<file path="config.mk">
export PLATFORM = sky130hd
export DESIGN_NAME = uart_tx_arbiter
export DESIGN_NICKNAME = d
export VERILOG_FILES = /design/src/rtl/uart_tx_arbiter.sv
export SDC_FILE = /design/constraint.sdc
export NUM_CORES = 1
export LEC_CHECK = 0
export BUFFER_PORTS_ARGS = -buffer_cell sky130_fd_sc_hd__buf_4
export CORE_AREA = 5 5 75 77
export DETAILED_ROUTE_END_ITERATION = 10
export DIE_AREA = 0 0 80 82
export HOLD_SLACK_MARGIN = 0.03
export PLACE_DENSITY = 0.87
export SYNTH_ARGS = -nofsm -noshare
export SYNTH_HDL_FRONTEND = slang
export SYNTH_SLANG_ARGS = --single-unit
</file>
<file path="constraint.sdc">
create_clock -name clk -period 2.75 [get_ports clk]
set_input_delay 0.275 -clock clk [delete_from_list [all_inputs] [get_ports clk]]
set_output_delay 0.275 -clock clk [all_outputs]
set_load 0.05 [all_outputs]
</file>
<file path="src/rtl/uart_tx_arbiter.sv">
// Round-robin scheduler sharing one uart_top transmitter among NUM_REQ byte requesters.
// Latches the granted byte, drives send/dintx, waits for donetx (or a watchdog) and enforces an idle gap.
module uart_tx_arbiter #(
    parameter int NUM_REQ     = 4,
    parameter int CLK_FREQ    = 1000000,
    parameter int BAUD        = 9600,
    parameter int SEND_HOLD   = CLK_FREQ / BAUD,
    parameter int GAP_CYC     = CLK_FREQ / BAUD,
    parameter int TIMEOUT_CYC = 16 * CLK_FREQ / BAUD
) (
    input  logic                         clk,
    input  logic                         rst,
    input  logic [NUM_REQ-1:0]           req,
    input  logic [8*NUM_REQ-1:0]         req_data,
    output logic [NUM_REQ-1:0]           ack,
    output logic                         err,
    output logic [$clog2(NUM_REQ)-1:0]   gnt_id,
    output logic                         busy,
    output logic [7:0]                   dintx,
    output logic                         send,
    input  logic                         donetx
);

    localparam int IDW       = $clog2(NUM_REQ);
    localparam int MAX_A     = (SEND_HOLD > GAP_CYC) ? SEND_HOLD : GAP_CYC;
    localparam int MAX_CNT   = (MAX_A > TIMEOUT_CYC) ? MAX_A : TIMEOUT_CYC;
    localparam int CW        = $clog2(MAX_CNT + 1);
    localparam int SEND_LAST = (SEND_HOLD > 0) ? SEND_HOLD - 1 : 0;
    localparam int GAP_LAST  = (GAP_CYC > 0) ? GAP_CYC - 1 : 0;
    localparam int TO_LAST   = (TIMEOUT_CYC > 0) ? TIMEOUT_CYC - 1 : 0;

    typedef enum logic [1:0] {
        IDLE,
        SEND,
        WAIT_DONE,
        GAP
    } state_t;

    state_t           state;
    logic [IDW-1:0]   rr_ptr;
    logic [CW-1:0]    phase_cnt;
    logic [CW-1:0]    to_cnt;
    logic [CW-1:0]    to_next;
    logic             donetx_q;
    logic             done_rise;
    logic             done_pend;
    logic             timeout_hit;
    logic [IDW-1:0]   pick;
    logic             pick_valid;
    logic [7:0]       pick_data;

    function automatic logic [IDW-1:0] wrap_idx(input logic [IDW-1:0] base, input int offs);
        int sum;
        sum = int'(base) + offs;
        if (sum >= NUM_REQ) sum = sum - NUM_REQ;
        return IDW'(sum);
    endfunction

    assign done_rise   = donetx & ~donetx_q;
    assign timeout_hit = (to_cnt >= CW'(TO_LAST));
    assign to_next     = (to_cnt == CW'(MAX_CNT)) ? to_cnt : to_cnt + CW'(1);

    // Scan from the farthest offset down so the nearest requester after rr_ptr wins.
    always_comb begin
        pick       = '0;
        pick_valid = 1'b0;
        for (int i = NUM_REQ; i >= 1; i--) begin
            if (req[wrap_idx(rr_ptr, i)]) begin
                pick       = wrap_idx(rr_ptr, i);
                pick_valid = 1'b1;
            end
        end
    end

    always_comb begin
        pick_data = 8'h00;
        for (int i = 0; i < NUM_REQ; i++) begin
            if (pick == IDW'(i)) pick_data = req_data[8*i +: 8];
        end
    end

    always_ff @(posedge clk or negedge rst) begin
        if (!rst) donetx_q <= 1'b0;
        else      donetx_q <= donetx;
    end

    // ack/err default low every cycle so any assignment below is a one-cycle pulse.
    always_ff @(posedge clk or negedge rst) begin
        if (!rst) begin
            state     <= IDLE;
            ack       <= '0;
            err       <= 1'b0;
            busy      <= 1'b0;
            send      <= 1'b0;
            dintx     <= 8'h00;
            gnt_id    <= '0;
            rr_ptr    <= IDW'(NUM_REQ - 1);
            phase_cnt <= '0;
            to_cnt    <= '0;
            done_pend <= 1'b0;
        end else begin
            ack <= '0;
            err <= 1'b0;
            case (state)
                IDLE: begin
                    if (pick_valid) begin
                        dintx     <= pick_data;
                        gnt_id    <= pick;
                        rr_ptr    <= pick;
                        send      <= 1'b1;
                        busy      <= 1'b1;
                        phase_cnt <= '0;
                        to_cnt    <= '0;
                        done_pend <= 1'b0;
                        state     <= SEND;
                    end
                end
                SEND: begin
                    to_cnt <= to_next;
                    if (done_rise) done_pend <= 1'b1;
                    if (timeout_hit) begin
                        ack[gnt_id] <= 1'b1;
                        err         <= ~(done_rise | done_pend);
                        send        <= 1'b0;
                        phase_cnt   <= '0;
                        state       <= GAP;
                    end else if (phase_cnt == CW'(SEND_LAST)) begin
                        send      <= 1'b0;
                        phase_cnt <= '0;
                        state     <= WAIT_DONE;
                    end else begin
                        phase_cnt <= phase_cnt + CW'(1);
                    end
                end
                WAIT_DONE: begin
                    to_cnt <= to_next;
                    // A completion edge beats a watchdog expiry landing on the same cycle.
                    if (done_rise || done_pend) begin
                        ack[gnt_id] <= 1'b1;
                        phase_cnt   <= '0;
                        state       <= GAP;
                    end else if (timeout_hit) begin
                        ack[gnt_id] <= 1'b1;
                        err         <= 1'b1;
                        send        <= 1'b0;
                        phase_cnt   <= '0;
                        state       <= GAP;
                    end
                end
                GAP: begin
                    to_cnt    <= '0;
                    done_pend <= 1'b0;
                    if (phase_cnt >= CW'(GAP_LAST)) begin
                        phase_cnt <= '0;
                        busy      <= 1'b0;
                        state     <= IDLE;
                    end else begin
                        phase_cnt <= phase_cnt + CW'(1);
                    end
                end
                default: begin
                    state <= IDLE;
                    send  <= 1'b0;
                    busy  <= 1'b0;
                end
            endcase
        end
    end

    assert property (@(posedge clk) disable iff (!rst) $onehot0(ack));
    assert property (@(posedge clk) disable iff (!rst) err |-> (|ack));

endmodule

</file>
==> results.txt <==
The die covers 0.00656 mm^2. After detailed placement, the total cell area comes to 0.00303 mm^2. For this run, the post-layout net count is 360.

In this run the static leakage power is 1.61 nW. The critical path capture point type is a register. Setup repair after global routing left no endpoint under its margin. Synthesis produced a netlist whose cell count is 256. The cell area after synthesis is 0.00255 mm^2. The run gives 8.01 ps as the worst clock skew. TritonCTS built the clock tree. The critical path is of the reg2reg type. The distinct cell type count after synthesis was 53; the fraction of final layout cells with drive strength greater than 1 was 25.8%. The worst-margin pin slew is 1040 ps. Counting the buffers created by CTS gives 5. Entering global routing, the biggest net connects 46 pins. The leading register cell type out of synthesis was sky130_fd_sc_hd__dfrtp_1. The min-delay analysis places its worst path in the category in2reg. The post-route standard cell area excluding fillers was 0.00315 mm^2. On the worst path, the slowest cell contributes a delay of 460 ps. The max-cap check violation count came out at 0. Post-synthesis cell type with the largest combined area: sky130_fd_sc_hd__dfrtp_1. The violation count after the first detailed-route iteration is 77, and the count of TritonRoute iterations in the first routing pass is 4.

Initial antenna violation count: 0. Top cell family by delay on the critical path: simple AND/OR/NAND/NOR gates. Port buffer count: 55.

Summing over every cut layer, the via total after detailed routing is 2157. After detailed routing, the number of remaining DRC violations is 0. Counting flops with a built-in enable in the synthesized netlist gives 0. Clock network latency to the later pin of the worst-skew pair: 310 ps. The cell total after placement was 375.

The cell at the root of the clock tree is sky130_fd_sc_hd__clkbuf_8. The power density over the cells is 406 mW/mm^2, and the maximum level of the CTS H-tree is 2. The flow ran to the end, and the final reports show no timing, DRC or antenna violations. Post-CTS repair changed the size of 0 cells. 56 I/O pins were placed. Setup violations remaining at the end of the flow were counted as 0. The horizontal die dimension works out to 80 um. The logs give 2 for the maximum root-to-sink buffer count and 2950 ps for the data required time at the worst endpoint. The finished layout holds 384 standard cells, fillers aside.

The setup TNS after final layout is 0 ps, and the share of the clock period used by the worst path after layout is 87.9%. Derived from the worst setup path, the maximum achievable clock frequency is 414 MHz. The worst setup path is launched from a register. The average size of a mapped cell is 9.97 um^2. On the critical path, the stage with the largest delay is an instance of sky130_fd_sc_hd__or3_2.

The initialized floorplan defines 26 standard-cell rows. Detailed placement ended at an HPWL of 4320 um. Total count of max-transition violations in the final report: 0. The effective utilization at floorplan was 51.6%; the area of the core was 0.00494 mm^2.

Counting I/O delays and the setup requirement, the final critical path takes 2420 ps. The fraction of synthesized cell area taken by the top area cell type works out to 42.2%. For the relative slew slack, the log shows 30.5%. Wire length of the first global-routing pass: 9250 um. The layout overhead on the synthesized area is 23.5%. For the fill cell total of the finished layout, the log shows 398. Sequential elements use 44.2% of the synthesized area. The number of nets handed over by synthesis was 303.

Summed over all layers, the global routing overflow is 0. Walking the worst path, the cells encountered are inv_1, ha_1, or3_2, a32oi_1, a31oi_1, nand4_1, xor2_1, nor2_1. Dividing the detail-routed via count by the number of cells gives 5.62.

The register clock-pin slew on the reported worst setup and hold paths works out to 80 ps. The logs give 0 for the count of synthesis-stage warnings from yosys and 45 for the number of clock sinks. The number of antenna diodes in the final layout is 0. In the synthesized netlist the async set-or-reset flop fraction comes to 100%. Along the worst path, the maximum fanout reaches 14. The count of buffer and inverter cells on the critical path is 1, and the floorplan die height is 82 um. Remaining number of nets flagged by the antenna check after routing: 0.

After synthesis, the cell types taking the most area are sky130_fd_sc_hd__dfrtp_1, sky130_fd_sc_hd__mux2i_1, sky130_fd_sc_hd__xor2_1. The via count of the first global-routing pass came out at 2079. In this run, synthesis produced a sequential element count of 45. Global routing used 18.0% of the available tracks. Summed over all layers, the routed wires come to 5800 um. The logs give 0.857 for the final weighted congestion in routability-driven placement and 2620 ps for the data arrival time at the worst-slack endpoint. The run gives 0 as the count of endpoints failing hold in the final timing report. The maximum ir drop on the vdd rail was 213 uV.

The wire length per cell after detailed routing works out to 15.1 um.
==> sequential cells by signal (all words and copies together) (netlist names) <==
| name | cells |
|---|---|
| phase_cnt | 11 |
| send | 1 |
| rr_ptr | 2 |
| donetx_q | 1 |
| dintx | 8 |
| gnt_id | 2 |
| busy | 1 |
| done_pend | 1 |
| err | 1 |
| ack | 4 |
| to_cnt | 11 |
| state | 2 |
==> path summary, 6_finish.rpt <==
kind	startpoint	to	slack [ps]	depth (start not counted)
max in group asynchronous	rst	dintx[6]$_DFFE_PN0P_	1870	2
setup / recovery	to_cnt[1]$_DFFE_PN0P_	phase_cnt[5]$_DFFE_PN0P_	330	8
hold / removal	donetx	donetx_q$_DFF_PN0_	90	1
setup reg to reg	to_cnt[1]$_DFFE_PN0P_	phase_cnt[5]$_DFFE_PN0P_	330	8
hold reg to reg	dintx[6]$_DFFE_PN0P_	dintx[6]$_DFFE_PN0P_	480	1
min in group asynchronous	rst	phase_cnt[6]$_DFFE_PN0P_	500	2
==> layout by cell type, fill, tap and decap left out, types with 3 or more instances in the layout <==
cell	Yosys	layout
sky130_fd_sc_hd__nand4_1	9	9
sky130_fd_sc_hd__clkbuf_8	0	6
sky130_fd_sc_hd__a21o_1	10	10
sky130_fd_sc_hd__ha_1	8	8
sky130_fd_sc_hd__a21oi_1	11	11
sky130_fd_sc_hd__mux2i_1	19	19
sky130_fd_sc_hd__and3_1	5	5
sky130_fd_sc_hd__nand2_1	17	17
sky130_fd_sc_hd__nand2b_1	6	6
sky130_fd_sc_hd__xor2_1	12	12
sky130_fd_sc_hd__nor2_1	24	24
sky130_fd_sc_hd__buf_4	0	58
sky130_fd_sc_hd__o22ai_1	9	9
sky130_fd_sc_hd__inv_1	11	11
sky130_fd_sc_hd__o21ai_0	10	10
sky130_fd_sc_hd__dfrtp_1	43	43
sky130_fd_sc_hd__or3_1	4	4
sky130_fd_sc_hd__nand3_1	6	6
sky130_fd_sc_hd__and4_1	3	3
==> metal layers <==
layer	up-vias	global-route usage, %	wire length [um]
met1	1069	20.6	2350
met3	10	2.96	181
met5	-	0	0
li1	1037	-	-
met2	41	32.9	3170
met4	0	7.77	98
==> cell type report <==
class	instances	area, um^2	share of cell area, %
Clock inverter	1	30.0	0.953
Sequential cell	45	1130	35.8
Timing Repair Buffer	59	445	14.1
Clock buffer	7	86.3	2.74
Multi-Input combinational cell	191	1330	42.3
Inverter	11	41.3	1.31
Tap cell	70	87.6	2.78
==> synthesized netlist by cell type, drive strengths merged (3+ instances only) <==
cell type,count
nand2b,7
or3,5
a21o,10
inv,11
nand2,18
and3,5
nor2,24
nand3,6
clkbuf,4
xor2,12
and2,3
ha,8
a21oi,12
nand4,9
o22ai,9
o21ai,12
and4,3
dfrtp,43
mux2i,19
buf,5
==> worst reg2reg max path, stage by stage, from the launching register on <==
cell,delay (ps)
sky130_fd_sc_hd__dfrtp_1,420
sky130_fd_sc_hd__inv_1,80
sky130_fd_sc_hd__ha_1,170
sky130_fd_sc_hd__or3_2,460
sky130_fd_sc_hd__a32oi_1,280
sky130_fd_sc_hd__a31oi_1,430
sky130_fd_sc_hd__nand4_1,270
sky130_fd_sc_hd__xor2_1,170
sky130_fd_sc_hd__nor2_1,50
==> stage by stage <==
step / setup WS [ps] / utilization [%] / power (W) / hold slack (ps)
6_report: 332 / 63.7 / 0.00128 / 85.5
5_1_grt: 102 / 63.7 / 0.00132 / 80.1
4_1_cts: 329 / 63.7 / 0.00129 / 82.1
3_5_place_dp: 337 / 61.2 / 0.000775 / 304
3_3_place_gp: 455 / 61.2 / 0.000772 / 299
2_1_floorplan: 550 / - / 0.000713 / -20.6
==> power by group <==
group	internal (W)	switching, W
registers	0.000662	0.000000122
logic	0.0000570	0.0000428
clock network	0.000296	0.000220
total	0.00102	0.000263
==> cell families after synthesis <==
group | count (synthesis) | synth area share [%]
flops | 45 | 44.2
xor+xnor | 13 | 4.46
fa+ha+maj | 8 | 3.92
buf+inv | 20 | 3.82
simple gates | 95 | 20.6
compound gates | 56 | 15.5
mux | 19 | 7.45
==> what timing repair did <==
item,CTS,global route
hold buffers,1,0
hold endpoints to repair,43,0
setup buffers,0,0
No activity file was read; power rests on OpenSTA's default activity.
